File: config.mk
export PLATFORM = sky130hd
export DESIGN_NAME = d5m_config_sequencer
export DESIGN_NICKNAME = d
export VERILOG_FILES = /design/src/rtl/d5m_config_sequencer_pkg.sv /design/src/rtl/d5m_config_sequencer_delay_counter.sv /design/src/rtl/d5m_config_sequencer.sv
export SDC_FILE = /design/constraint.sdc
export NUM_CORES = 1
export LEC_CHECK = 0
export ABC_AREA = 1
export BUFFER_PORTS_ARGS = -buffer_cell sky130_fd_sc_hd__buf_2
export CELL_PAD_IN_SITES_DETAIL_PLACEMENT = 0
export CELL_PAD_IN_SITES_GLOBAL_PLACEMENT = 1
export CORE_MARGIN = 2
export CORE_UTILIZATION = 45
export DETAILED_ROUTE_END_ITERATION = 8
export HOLD_SLACK_MARGIN = 0.12
export PLACE_DENSITY_LB_ADDON = 0.1
export SYNTH_ARGS = -nofsm -noshare
export SYNTH_HDL_FRONTEND = slang
export SYNTH_SLANG_ARGS = --single-unit
File: constraint.sdc
create_clock -name piul1Clock -period 3.7 [get_ports piul1Clock]
set_clock_uncertainty 0.1 [all_clocks]
set_input_delay 0.185 -clock piul1Clock [delete_from_list [all_inputs] [get_ports piul1Clock]]
set_output_delay 0.185 -clock piul1Clock [all_outputs]
set_load 0.005 [all_outputs]
File: src/rtl/d5m_config_sequencer_pkg.sv
// Shared types, constants and register table for the D5M configuration sequencer.
// Defining D5M_CONFIG_SOFT_RESET_EN prepends a sensor soft-reset pulse (0x0D=1, 0x0D=0).
package pkgD5MConfig;

   typedef struct packed {
      logic [7:0]  addr;
      logic [15:0] data;
   } regWrite_t;

   typedef enum logic [2:0] {
      StIdle,
      StPwrupWait,
      StIssue,
      StWaitDone,
      StGap,
      StDone,
      StError
   } seqState_t;

   localparam logic [7:0] EXPOSURE_ADDR   = 8'h09;
   localparam logic [7:0] SOFT_RESET_ADDR = 8'h0D;

   localparam int unsigned BASE_LEN = 14;
`ifdef D5M_CONFIG_SOFT_RESET_EN
   localparam int unsigned PRE_LEN = 2;
`else
   localparam int unsigned PRE_LEN = 0;
`endif
   localparam int unsigned TABLE_LEN = PRE_LEN + BASE_LEN;

   function automatic regWrite_t baseEntry(input logic [4:0] idx);
      regWrite_t e;
      case (idx)
         5'd0:    e = {8'h01, 16'h0036};  // row start
         5'd1:    e = {8'h02, 16'h0010};  // column start
         5'd2:    e = {8'h03, 16'h0797};  // row size
         5'd3:    e = {8'h04, 16'h0A1F};  // column size
         5'd4:    e = {8'h05, 16'h0000};  // horizontal blank
         5'd5:    e = {8'h06, 16'h0019};  // vertical blank
         5'd6:    e = {8'h09, 16'h0400};  // shutter width
         5'd7:    e = {8'h20, 16'hC000};  // read mode
         5'd8:    e = {8'h22, 16'h0000};  // row address mode
         5'd9:    e = {8'h23, 16'h0000};  // column address mode
         5'd10:   e = {8'h2B, 16'h0013};  // green1 gain
         5'd11:   e = {8'h2C, 16'h0016};  // blue gain
         5'd12:   e = {8'h2D, 16'h0016};  // red gain
         5'd13:   e = {8'h2E, 16'h0013};  // green2 gain
         default: e = '0;
      endcase
      return e;
   endfunction

   function automatic regWrite_t tableEntry(input logic [4:0] idx);
      regWrite_t e;
`ifdef D5M_CONFIG_SOFT_RESET_EN
      if (idx == 5'd0)      e = {SOFT_RESET_ADDR, 16'h0001};
      else if (idx == 5'd1) e = {SOFT_RESET_ADDR, 16'h0000};
      else                  e = baseEntry(idx - 5'd2);
`else
      e = baseEntry(idx);
`endif
      return e;
   endfunction

endpackage

File: src/rtl/d5m_config_sequencer_delay_counter.sv
// Loadable down-counter with zero flag; holds at zero until reloaded.
module d5m_config_delay_counter #(
   parameter int unsigned Width = 16
) (
   input  logic             clk,
   input  logic             rst,
   input  logic             load,
   input  logic [Width-1:0] loadValue,
   output logic             zero
);

   logic [Width-1:0] count_q;

   always_ff @(posedge clk or posedge rst) begin
      if (rst) begin
         count_q <= '0;
      end else if (load) begin
         count_q <= loadValue;
      end else if (count_q != '0) begin
         count_q <= count_q - Width'(1);
      end
   end

   assign zero = (count_q == '0);

endmodule

File: src/rtl/d5m_config_sequencer.sv
// TRDB-D5M configuration sequencer: walks the register table, retries NACKs, then services
// exposure updates. Optional soft-reset prefix via D5M_CONFIG_SOFT_RESET_EN (see package).
module d5m_config_sequencer
   import pkgD5MConfig::*;
#(
   parameter int unsigned POWERUP_DELAY_CC     = 50000,
   parameter int unsigned INTER_WRITE_DELAY_CC = 64,
   parameter int unsigned MAX_RETRIES          = 3
) (
   input  logic        piul1Clock,
   input  logic        piul1Reset,
   input  logic        piul1Start,
   input  logic        piul1ExposureUpdate,
   input  logic [15:0] piul16Exposure,
   output logic        poul1WrReq,
   output logic [7:0]  poul8WrAddr,
   output logic [15:0] poul16WrData,
   input  logic        piul1WrDone,
   input  logic        piul1WrNack,
   output logic        poul1Busy,
   output logic        poul1ConfigDone,
   output logic        poul1Error,
   output logic [4:0]  poul5TableIndex
);

   localparam int unsigned MAX_DELAY = (POWERUP_DELAY_CC > INTER_WRITE_DELAY_CC) ?
                                       POWERUP_DELAY_CC : INTER_WRITE_DELAY_CC;
   localparam int unsigned CNT_W = $clog2(MAX_DELAY + 1);
   localparam logic [CNT_W-1:0] PWRUP_LOAD = CNT_W'(POWERUP_DELAY_CC - 1);
   localparam logic [CNT_W-1:0] GAP_LOAD   = CNT_W'(INTER_WRITE_DELAY_CC - 1);
   localparam logic [4:0] LAST_IDX  = 5'(TABLE_LEN - 1);
   localparam logic [3:0] RETRY_MAX = 4'(MAX_RETRIES);

   seqState_t   state_q, state_d;
   logic [4:0]  index_q, index_d;
   logic [3:0]  retry_q, retry_d;
   logic        expoActive_q, expoActive_d;
   logic        expoPending_q, expoPending_d;
   logic [15:0] expoValue_q, expoValue_d;
   logic        configDone_q, configDone_d;
   logic [7:0]  wrAddr_q, wrAddr_d;
   logic [15:0] wrData_q, wrData_d;
   logic             cntLoad;
   logic [CNT_W-1:0] cntLoadValue;
   logic             cntZero;
   logic             startOk;
   regWrite_t        entry;

   d5m_config_delay_counter #(
      .Width(CNT_W)
   ) uDelay (
      .clk      (piul1Clock),
      .rst      (piul1Reset),
      .load     (cntLoad),
      .loadValue(cntLoadValue),
      .zero     (cntZero)
   );

   assign startOk = piul1Start && (state_q inside {StIdle, StDone, StError});

   always_comb begin
      state_d       = state_q;
      index_d       = index_q;
      retry_d       = retry_q;
      expoActive_d  = expoActive_q;
      expoPending_d = expoPending_q;
      expoValue_d   = expoValue_q;
      configDone_d  = configDone_q;
      wrAddr_d      = wrAddr_q;
      wrData_d      = wrData_q;
      cntLoad       = 1'b0;
      cntLoadValue  = GAP_LOAD;
      entry         = tableEntry(index_q);

      // An honoured Start discards any pending exposure, even one arriving this cycle
      if (startOk) begin
         expoPending_d = 1'b0;
      end else if (piul1ExposureUpdate) begin
         expoPending_d = 1'b1;
         expoValue_d   = piul16Exposure;
      end

      unique case (state_q)
         StIdle: begin
            state_d      = StPwrupWait;
            index_d      = '0;
            cntLoad      = 1'b1;
            cntLoadValue = PWRUP_LOAD;
         end
         StPwrupWait: begin
            if (cntZero) begin
               state_d      = StIssue;
               index_d      = '0;
               retry_d      = '0;
               expoActive_d = 1'b0;
            end
         end
         StIssue: begin
            state_d = StWaitDone;
            if (expoActive_q) begin
               wrAddr_d = EXPOSURE_ADDR;
               wrData_d = expoValue_q;
            end else begin
               wrAddr_d = entry.addr;
               wrData_d = entry.data;
            end
         end
         StWaitDone: begin
            if (piul1WrDone) begin
               if (piul1WrNack) begin
                  if (retry_q < RETRY_MAX) begin
                     retry_d = retry_q + 4'd1;
                     state_d = StGap;
                     cntLoad = 1'b1;
                  end else begin
                     state_d      = StError;
                     configDone_d = 1'b0;
                  end
               end else begin
                  retry_d = '0;
                  if (expoActive_q) begin
                     expoActive_d = 1'b0;
                     state_d      = StDone;
                     if (!piul1ExposureUpdate) expoPending_d = 1'b0;
                  end else if (index_q == LAST_IDX) begin
                     configDone_d = 1'b1;
                     // Service an exposure queued during the table without dropping Busy
                     if (expoPending_q || piul1ExposureUpdate) begin
                        expoActive_d = 1'b1;
                        state_d      = StGap;
                        cntLoad      = 1'b1;
                     end else begin
                        state_d = StDone;
                     end
                  end else begin
                     index_d = index_q + 5'd1;
                     state_d = StGap;
                     cntLoad = 1'b1;
                  end
               end
            end
         end
         StGap: begin
            if (cntZero) state_d = StIssue;
         end
         StDone, StError: begin
            if (startOk) begin
               state_d      = StPwrupWait;
               configDone_d = 1'b0;
               index_d      = '0;
               cntLoad      = 1'b1;
               cntLoadValue = PWRUP_LOAD;
            end else if (state_q == StDone && expoPending_q) begin
               state_d      = StIssue;
               expoActive_d = 1'b1;
               retry_d      = '0;
            end
         end
         default: state_d = StIdle;
      endcase
   end

   always_ff @(posedge piul1Clock or posedge piul1Reset) begin
      if (piul1Reset) begin
         state_q       <= StIdle;
         index_q       <= '0;
         retry_q       <= '0;
         expoActive_q  <= 1'b0;
         expoPending_q <= 1'b0;
         expoValue_q   <= '0;
         configDone_q  <= 1'b0;
         wrAddr_q      <= '0;
         wrData_q      <= '0;
      end else begin
         state_q       <= state_d;
         index_q       <= index_d;
         retry_q       <= retry_d;
         expoActive_q  <= expoActive_d;
         expoPending_q <= expoPending_d;
         expoValue_q   <= expoValue_d;
         configDone_q  <= configDone_d;
         wrAddr_q      <= wrAddr_d;
         wrData_q      <= wrData_d;
      end
   end

   // Decoded from the async-reset state so WrReq drops the instant reset asserts
   assign poul1WrReq      = (state_q == StWaitDone);
   assign poul1Busy       = state_q inside {StPwrupWait, StIssue, StWaitDone, StGap};
   assign poul1Error      = (state_q == StError);
   assign poul1ConfigDone = configDone_q;
   assign poul8WrAddr     = wrAddr_q;
   assign poul16WrData    = wrData_q;
   assign poul5TableIndex = index_q;

endmodule

# Word level (Yosys, flattened, before mapping)
# Memory sizes are Yosys's and may differ from the RTL's.
# Cells that the tools add are included.
[op_classes]
addsub = 3
magnitude_cmp = 1
eq_ne = 21
mux = 61
bitwise_logic = 1
reduce_logical = 20
[ops]
columns = ["operator", "count"]
rows = [
  ["two-way mux 16 bit", 4],
  ["case mux 16 bit (2 select lines)", 1],
  ["two-way mux 5 bit", 6],
  ["two-way mux 1 bit", 28],
  ["two-way mux 24 bit", 1],
  ["two-way mux 4 bit", 6],
  ["two-way mux 3 bit", 7],
  ["case mux 5 bit (4 select lines)", 1],
  ["AND reduction 6 bit", 3],
  ["zero test 16 bit", 1],
  ["nonzero test 16 bit", 1],
  ["subtractor 16 x 1 -> 16 bit, second input constant", 1],
  ["case mux 3 bit (5 select lines)", 1],
  ["!= test 2 bit, second input constant", 7],
  ["case mux 4 bit (3 select lines)", 1],
  ["equality test 3 bit, second input constant", 3],
  ["!= test 3 bit, second input constant", 3],
  ["two-way mux 8 bit", 1],
  ["nonzero test 4 bit", 2],
  ["AND reduction 7 bit", 1],
  ["equality test 3 x 2 -> 1 bit, second input constant", 2],
  ["case mux 1 bit (3 select lines)", 2],
  ["nonzero test 3 bit", 2],
  ["adder 5 x 1 -> 5 bit, second input constant", 1],
  ["other kinds (17)", 21],
]
[word_totals]
reg_bits = 71
romBits = 288
in_bits = 22
out_inout_bits = 33
word_cells = 118
memories = 1
[mem_list]
columns = ["memory", "words", "word_bits", "read_ports", "rd_clocked_by_memory_dff", "wr", "line_no", "rtl"]
rows = [
  ["(name not given)", 16, 18, 1, 0, 0, "d5m_config_sequencer_pkg.sv:33", "case (idx)"],
]

# Depth between registers and ports, before layout
# Gate-level depths: netlist of the first run.
[logic_depth]
word_depth = 9
mapped_depth = 12
ltp_nobuf = 12

# Hierarchy
# From an unflattened synthesis of the first run, not the netlist that was laid out.
[hier_totals]
cells_unflattened = 536
hier_area_um2 = 4095.2
[by_module_without_submodules]
columns = ["mod", "instances", "cells_per_inst", "area_per_inst_um2", "seq_area_each_um2"]
rows = [
  ["d5m_config_sequencer", 1, 367, 2881.5, 1301.2],
  ["d5m_config_delay_counter", 1, 169, 1213.7, 400.4],
]

# Least setup slack after synthesis of the first run
# Ideal clock, no wire load.
[synth_path]
path_kind = "reg2reg"
from = "register index_q[1], in the netlist poul5TableIndex[1]"
to = "register uDelay.count_q[11]"
setup_ns = 0.119
arrival_time_ns = 1.527
required_ns = 3.481
slack_ns = 1.954
path_stages_with_launch = 13
n_path_buf = 0
synth_period_minus_slack_ns = 1.746
cell_sequence = "dfrtp_1 inv_1 ha_1 inv_1 nor2_1 nand2_1 nand2_1 nand2_1 nand3_2 nand2_2 inv_2 nand2_1 nor2_1"
[synth_via]
elab_chain_len = 7
word_cells_on_any_way = 8
classes_between = "1 x eq/ne; 6 x mux; 1 x reduce/logical"
[synth_rtl]
columns = ["item", "line_no", "rtl"]
rows = [
  ["from (decl)", "d5m_config_sequencer.sv:35", "logic [4:0] index_q, index_d;"],
  ["from (signal assigned)", "d5m_config_sequencer.sv:176", "index_q <= index_d;"],
  ["equality test 5 x 4 -> 1 bit *", "d5m_config_sequencer.sv:125", "end else if (index_q == LAST_IDX) begin"],
  ["two-way mux 1 bit *", "d5m_config_sequencer.sv:125", ""],
  ["two-way mux 1 bit *", "d5m_config_sequencer.sv:121", "if (expoActive_q) begin"],
  ["two-way mux 1 bit *", "d5m_config_sequencer.sv:110", "if (piul1WrNack) begin"],
  ["two-way mux 1 bit *", "d5m_config_sequencer.sv:109", "if (piul1WrDone) begin"],
  ["case mux 1 bit (3 select lines) *", "d5m_config_sequencer.sv:83", "unique case (state_q)"],
  ["two-way mux 16 bit or nonzero test 2 bit (tied branches)", "-", ""],
  ["to (signal assigned)", "d5m_config_sequencer_delay_counter.sv:18", "count_q <= loadValue;"],
  ["to (signal assigned)", "d5m_config_sequencer_delay_counter.sv:20", "count_q <= count_q - Width'(1);"],
  ["to (decl)", "d5m_config_sequencer_delay_counter.sv:12", "logic [Width-1:0] count_q;"],
]
# Mark *: on every way between the ends. The rest lies on a longest branch, timed or not.
# A chain may end at the register's enable or synchronous reset.

# Final worst setup path of the first run
[layout_path]
from = "register state_q[2]"
to = "register wrData_q[7], in the netlist poul16WrData[7]"
[layout_via]
elab_chain_len = 1
[layout_rtl]
columns = ["item", "line_no", "rtl"]
rows = [
  ["from (decl)", "d5m_config_sequencer.sv:34", "seqState_t state_q, state_d;"],
  ["from (signal assigned)", "d5m_config_sequencer.sv:165", "state_q <= StIdle;"],
  ["from (signal assigned)", "d5m_config_sequencer.sv:175", "state_q <= state_d;"],
  ["equality test 3 x 2 -> 1 bit", "d5m_config_sequencer.sv:83", ""],
  ["to (signal assigned)", "d5m_config_sequencer.sv:183", "wrData_q <= wrData_d;"],
  ["to (decl)", "d5m_config_sequencer.sv:42", "logic [15:0] wrData_q, wrData_d;"],
]
# No other way between the ends.

==> results of run 1 <==
[stage by stage]
step           utilization [%]  setup WS [ps]
6_report                 53.73           1500
2_1_floorplan                -           1703
3_3_place_gp             49.21           1592
3_5_place_dp             49.21           1542
5_1_grt                  53.73           1217
4_1_cts                  53.73           1519
[area by class of cell]
cell class | count | area, um2 | area share [%]
tap | 108 | 135.1 | 2.927
multi-input combinational | 378 | 1923 | 41.65
sequential | 68 | 1702 | 36.86
inverter | 55 | 206.4 | 4.472
timing repair buffer | 70 | 442.9 | 9.593
clock inverter | 7 | 83.83 | 1.816
clock buffer | 9 | 123.9 | 2.683
[what timing repair did]
action,in CTS,in global routing
hold buffers,18,0
buffers inserted,0,0
hold endpoints to repair,64,0
endpoints found under the setup margin,0,0
[layout by cell type (no fill, tap or decap), drive strengths merged, types with 2 or more instances in the layout]
cell / count
nor2: 61
clkinv: 2
inv: 58
a2bb2oi: 9
o211ai: 4
ha: 13
nor3: 5
xor2: 4
o21ai: 27
clkbuf: 9
conb: 3
nand3: 44
a21oi: 23
nand4: 18
dfrtp: 68
nand2: 156
dlygate4sd3: 18
a22oi: 3
nand3b: 2
buf: 52
[cell families after synthesis]
kind of cell | share of synthesized area, %
DFF | 43.16
other | 0.09512
and+or+nand+nor | 32.66
AOI/OAI and AO/OA | 10.60
adders and majority gates | 4.126
buffers and inverters | 8.251
xor gates and xnor gates | 1.111
[sequential cells by signal, indices dropped and copies added, names as in the netlist, 3 cells and up]
name	flops
expoValue_q	16
poul16WrData	16
poul5TableIndex	5
poul8WrAddr	5
retry_q	4
state_q	3
uDelay.count_q	16
[cells in the mapped netlist (2+ instances only)]
master                      instances  area [um2]
sky130_fd_sc_hd__nand3_2            6       60.06
sky130_fd_sc_hd__o21ai_0           27       135.1
sky130_fd_sc_hd__a22oi_1            3       22.52
sky130_fd_sc_hd__nor2_1            58       217.7
sky130_fd_sc_hd__xor2_1             4       35.03
sky130_fd_sc_hd__nand4_1           18       112.6
sky130_fd_sc_hd__inv_1             49       183.9
sky130_fd_sc_hd__nand2_4            3       33.78
sky130_fd_sc_hd__buf_4              6       45.04
sky130_fd_sc_hd__clkbuf_1           4       15.01
sky130_fd_sc_hd__nand2_2            7       43.79
sky130_fd_sc_hd__nor2_4             2       22.52
sky130_fd_sc_hd__a21oi_1           22       110.1
sky130_fd_sc_hd__dfrtp_1           68        1702
sky130_fd_sc_hd__buf_2              5       25.02
sky130_fd_sc_hd__buf_6              3       33.78
sky130_fd_sc_hd__nor3_1             5       25.02
sky130_fd_sc_hd__ha_1              13       162.7
sky130_fd_sc_hd__o211ai_1           4       30.03
sky130_fd_sc_hd__nand2_1          146       548.0
sky130_fd_sc_hd__a2bb2oi_1          9       78.83
sky130_fd_sc_hd__inv_2              6       22.52
sky130_fd_sc_hd__nand3_1           38       190.2
sky130_fd_sc_hd__nand3b_1           2       15.01
[power by group]
part | switching, mW | total, mW | leakage [nW] | internal (mW)
Sequential | 0.212 | 1.19 | 0.837 | 0.977
Combinational | 0.814 | 1.28 | 1.47 | 0.464
Clock | 0.332 | 0.656 | 0.102 | 0.323
Total | 1.36 | 3.12 | 2.41 | 1.76
[worst max-delay path, stage by stage, from the launching register on]
cell and delay, ps:
sky130_fd_sc_hd__dfrtp_1 530, sky130_fd_sc_hd__nor2_1 80, sky130_fd_sc_hd__nand2_1 630, sky130_fd_sc_hd__inv_1 430, sky130_fd_sc_hd__nand2_1 160, sky130_fd_sc_hd__inv_1 70
sky130_fd_sc_hd__a2bb2oi_1 120
[final timing paths]
check	startpoint	to	slack (ps)	depth (start not counted)
max	state_q[2]	poul16WrData[7]	1500	6
min reg2reg	retry_q[2]	retry_q[2]	380	2
max reg2reg	state_q[2]	poul16WrData[7]	1500	6
min in group asynchronous	piul1Reset	expoValue_q[6]	510	3
min	piul1WrNack	retry_q[1]	150	5
max in group asynchronous	piul1Reset	poul8WrAddr[5]	2140	4
[metal layers]
metal | global-route usage, % | up-vias
li1 | - | 1814
met1 | 31.02 | 1611
met2 | 33.47 | 63
met3 | 3.022 | 10
met4 | 6.517 | 0
met5 | 0 | -
==> results, run 1 <==
- The critical path is of the reg -> reg type.
- The number of antenna violations at the first check in global routing is 0.
- The count of non-filler cells in the finished layout is 695.
- The met2 wirelength from detailed routing is 4.339 mm.
- The number of input and output port buffers inserted is 51.
- The total die area is 9526 um2.
- The number of rows created at floorplan is 34.
- The global-route usage over all layers is 21.43%.
- Entering global routing, the biggest net connects 49 pins.
- For this block, wires on met1 add up to 4.898 mm.
- The final-report max-slew violation count is 0.
- The number of DRC violations after detailed-routing iteration 0 is 184.
- After detailed routing, the number of remaining DRC violations is 0.
- Setup total negative slack on the finished layout was measured at 0 ps.
- The average instance in the mapped netlist occupies 7.626 um2.
- Setup repair after global routing left no endpoint under its margin.
- Dividing the detail-routed wire length by the instance count gives 13.92 um.
- The analysis attributes to cell leakage a power of 2.408 nW.
- In this run, post-CTS repair resized a total of 0 instances.
- The H-tree was split into 3 levels.
- The post-route netlist has 16.18% of its cells at a drive strength greater than 1.
- The total overflow left after global routing is 0.
- Counting the fill cells in the layout gives 839.
- The number of nets at the end of the flow is 617.
- The largest driver fanout on the critical path is 27.
- The routability-driven placement congestion ratio is 0.8603.
- The power after layout is 3.122 mW.
- Subtracting the final worst setup slack from the clock period gives 2200 ps.
- The tightest hold path in the finished design has a slack of 153.7 ps.
- The actual slew at the worst max-slew pin is 988.1 ps.
- With fillers left out, the area of the finished cells amounts to 4617 um2.
- After clock tree synthesis, the clock-pin slew on the worst setup and hold paths is 90 ps.
- The most common flop cell mapped by yosys is sky130_fd_sc_hd__dfrtp_1.
- The tree built by TritonCTS fans out to 68 sinks.
- The share of flip-flops with an asynchronous set or reset after synthesis is 100.0%.
- From synthesis to final layout, the design area changed by 17.11%.
- The headroom to the max-slew limit is 34.03%.
- TritonCTS built the clock tree.
- The number of enable-type register cells in the synthesized netlist is 0.
- The synthesized design contains 68 register bits.
- The sequential cell area fraction in the yosys report is 43.16%.
- The first-pass iteration count of the detailed router is 5.
- The initial core utilization is 45.88%.
- The core area is 8593 um2.
- The final layout contains routed wiring with a total length of 9.676 mm.
- The tree is rooted in a sky130_fd_sc_hd__clkbuf_8.
- The HPWL after detailed placement is 6.961 mm.
- The count of max-cap constraint violations is 0.
- The height of the die is 97.60 um.
- The count of final hold-check violations is 0.
- Buffers inserted during clock tree synthesis total 9.
- The number of global-route vias before repair is 3302.
- The length of routed met3 wiring is 311 um.
- The worst setup path is launched from a flop.
- The total placed cells including tap cells is 661.
- The run finished with clean final reports.
- The number of buffers on the longest clock path is 2.
- Timing would allow up to 454.5 MHz.
- The summed instance area of the synthesized netlist is 3943 um2.
- In this run the horizontal extent of the chip is 97.60 um.
- VDD sags by at most 0.0002870 V.
- The via density per instance is 5.033.
- STA puts the critical path data arrival time at 2380 ps.
- The final setup violation count is 0.
- The top routing layer in use is met4.
- The number of unique standard cell types used by synthesis is 33.
- The min-delay analysis places its worst path in the category in -> reg.
- For the worst setup path, the data required time is 3880 ps.
- The number of warnings reported in the yosys synthesis log is 0.
- The number of nets with antenna violations after routing is 0.
- The number of vias in the routed layout is 3498.
- Summing all placed instances gives a cell area of 4229 um2.
- The final worst-path cycle share is 59.47%.
- The power density relative to cell area is 676.2 nW/um2.
- The worst setup path is captured at a flop.
- After technology mapping, the gate count stands at 517.
- The wire length of the first global-routing pass is 16.50 mm.
- The clock reaches the later pin of the worst-skew pair after 340 ps.
- 0 antenna diodes ended up in the layout.
- 55 I/O pins were placed.
Note: power is estimated with default switching activity, not from simulation.
==> run 2, diff against run 1 <==
- CORE_UTILIZATION: 45 -> 38
- clock period: 3.7 -> 1.8 ns (I/O delays scaled with it)
==> run 2 against run 1 <==
Die area grew 18%. Highest routed layer unchanged. Utilization shrank 3.7 points. Flip-flop and latch count unchanged. Critical endpoint is now poul1WrReq.
==> results, run 2 (same netlist as run 1, synthesis figures left out) <==
- The flow ran to the end, and the final reports show no timing, DRC or antenna violations.
- The x dimension of the die is 105.9 um (+8.5%).
- The later-pin clock latency in the skew report was 350 ps (about the same).
- The number of global-route vias before repair is 3642 (+10%).
- The number of nets at the end of the flow is 653 (+5.8%).
- The number of buffers on the longest clock path was 2 (unchanged).
- The number of fillers in the final layout is 1074 (+28%).
- Dividing the final minimum period by the clock period gives 94.33%.
- The leakage power was 2.598 nW (+7.9%).
- The final antenna diode count is 0 (unchanged).
- The number of input and output port buffers inserted is 51 (unchanged).
- The total CTS buffers came to 9 (unchanged).
- The count of max-cap constraint violations is 0 (unchanged).
- The critical path data required time came to 1610 ps (-2270 ps).
- The number of antenna violations at the first check in global routing is 0 (unchanged).
- TritonCTS built the clock tree.
- The final setup violation count is 0 (unchanged).
- The total DRC errors in the routed layout is 0 (unchanged).
- The wire length of the first global-routing pass was 18.20 mm (+10%).
- The total die area was 11210 um2 (+18%).
- The first-pass iteration count of the detailed router came to 5 (unchanged).
- The kind of critical path is reg -> out.
- The number of top-level pins was 55 (unchanged).
- The post-synthesis to final-layout area growth is 29.32%.
- The core area is 10180 um2 (+19%).
- The aggregate global routing overflow was 0 (unchanged).
- The HPWL reported at the end of detailed placement was 7.702 mm (+11%).
- The data arrival time at the worst-slack endpoint is 1510 ps (-870 ps).
- The final critical delay including setup and external delays is 1698 ps.
- The routability-driven placement congestion ratio is 0.8516 (-1.0%).
- The maximum number of pins on one net before global-route repair is 69 (+41%).
- The via density per instance is 4.903 (-2.6%).
- The per-cell routed wire length is 14.16 um (+1.7%).
- The number of DRC violations after detailed-routing iteration 0 came to 143 (-22%).
- The height of the die is 105.9 um (+8.5%).
- The power density relative to cell area is 1371 nW/um2 (+100%).
- The global-route usage over all layers came to 20.37% (-1.1 points).
- The highest clock frequency the design can meet is 589.0 MHz.
- The final wirelength came to 10.75 mm (+11%).
- The type of the worst min-delay path is in -> async.
- Setup repair after global routing could not meet its margin everywhere.
- The number of rows created at floorplan is 37 (+8.8%).
- The power after layout was 6.988 mW (+120%).
- The commonest non-fill, non-tap cell in the layout is sky130_fd_sc_hd__nand2_1.
- In the layout the commonest cells are 137 x sky130_fd_sc_hd__nand2_1, 65 x sky130_fd_sc_hd__dfrtp_1, 51 x sky130_fd_sc_hd__buf_2.
- The number of vias in the routed layout is 3721 (+6.4%).
- The initial core utilization is 38.71% (-7.2 points).
- The total placed cells including tap cells came to 714 (+8.0%).
- The total clock sinks is 68 (unchanged).
- The count of non-filler cells in the finished layout was 759 (+9.2%).
- The multi-input logic area is 2062 um2 (+7.2%).
- The maximum ir drop on the vdd rail is 0.0007694 V (+170%).
- The number of nets with antenna violations after routing is 0 (unchanged).
- The count of final hold-check violations is 0 (unchanged).
- The element type at the critical path end is a primary output.
- The clock transition at the register clock pins on the worst setup and hold paths after CTS is 80 ps (about the same).
- The kind of start point of the critical path is a flop.
- The final-report max-slew violation count is 0 (unchanged).
- The largest driver fanout on the critical path is 6 (-78%).
- The sequential cell area in the final layout is 1705 um2 (+0.22%).
- The number of H-tree levels came to 3 (unchanged).
- The share of final-layout standard cells stronger than drive strength 1 was 25.20% (+9.0 points).
- Clock tree synthesis selected as its root buffer the cell sky130_fd_sc_hd__clkbuf_8.
-- run 2: changes by cell type in the layout (fill, tap and decap cells not counted), moves of 3 or more --
cell                            change
sky130_fd_sc_hd__a21oi_1            -3
sky130_fd_sc_hd__buf_4             +31
sky130_fd_sc_hd__dfrtp_1            -3
sky130_fd_sc_hd__dfrtp_2            +3
sky130_fd_sc_hd__dlygate4sd3_1      +3
sky130_fd_sc_hd__inv_1              -4
sky130_fd_sc_hd__nand2_1            -9
sky130_fd_sc_hd__nand2_2            +5
sky130_fd_sc_hd__nor2_1             -8
sky130_fd_sc_hd__nor2_2             +8
sky130_fd_sc_hd__o21ai_0            -3
sky130_fd_sc_hd__o21ai_1            +3
-- run 2: area by class of cell --
| cell class | count | area share [%] |
|---|---|---|
| clock buffer | 9 | 2.429 |
| clock inverter | 7 | 1.497 |
| inverter | 55 | 4.221 |
| multi-input combinational | 378 | 40.44 |
| sequential | 68 | 33.45 |
| tap | 136 | 3.337 |
| timing repair buffer | 106 | 14.63 |
-- run 2: routing by layer --
layer,GRT usage [%],up-vias,wire length [um],share of wire [%]
li1,-,1884,-,-
met1,29.31,1746,5351,50
met2,31.61,77,4878,45
met3,2.659,14,368,3.4
met4,6.955,0,152,1.4
met5,0,-,0,0
-- run 2: path summary, 6_finish.rpt --
| path | from | slack [ps] | cells after the start | to |
|---|---|---|---|---|
| max reg2reg | state_q[2] | 110 | 9 | poul5TableIndex[3] |
| min | piul1Reset | 280 | 4 | poul8WrAddr[0] |
| max in group asynchronous | piul1Reset | 1000 | 4 | state_q[2] |
| min reg2reg | expoValue_q[6] | 380 | 2 | expoValue_q[6] |
| max | state_q[2] | 100 | 5 | poul1WrReq |
| min in group piul1Clock | expoValue_q[6] | 380 | 2 | expoValue_q[6] |
-- run 2: through the flow --
step	instance area [um2]	worst slack [ps]	hold WS, ps	util [%]	setup TNS (ps)
after floorplan	3954	53.90	134.5	-	0
after global placement	4481	72.20	122.7	43.99	0
after detailed placement	4481	32.43	122.9	43.99	0
after CTS	4921	7.542	289.7	48.32	0
after global routing	5099	-19.42	307.9	50.06	-53.16
final	5099	102.1	275.0	50.06	0
-- run 2: worst max-delay path, stage by stage (launching register included) --
cell	delay, ps
sky130_fd_sc_hd__dfrtp_2	420
sky130_fd_sc_hd__buf_4	150
sky130_fd_sc_hd__buf_4	130
sky130_fd_sc_hd__nor2_4	210
sky130_fd_sc_hd__buf_4	150
sky130_fd_sc_hd__buf_2	100
-- run 2: power breakdown --
| group | internal (mW) | switching [mW] | total (mW) | leakage, nW |
|---|---|---|---|---|
| sequential | 2.02 | 0.359 | 2.38 | 0.834 |
| clock | 0.647 | 0.667 | 1.31 | 0.0958 |
| combinational | 1.32 | 1.98 | 3.30 | 1.67 |
-- run 2: repair_timing --
item / CTS / global route
hold buffers: 21 / 0
endpoints found under the setup margin: 1 / 34
pin swaps: 1 / 7
endpoints found under the hold margin: 88 / 0
buffers inserted: 3 / 5
resized for setup: 4 / 41
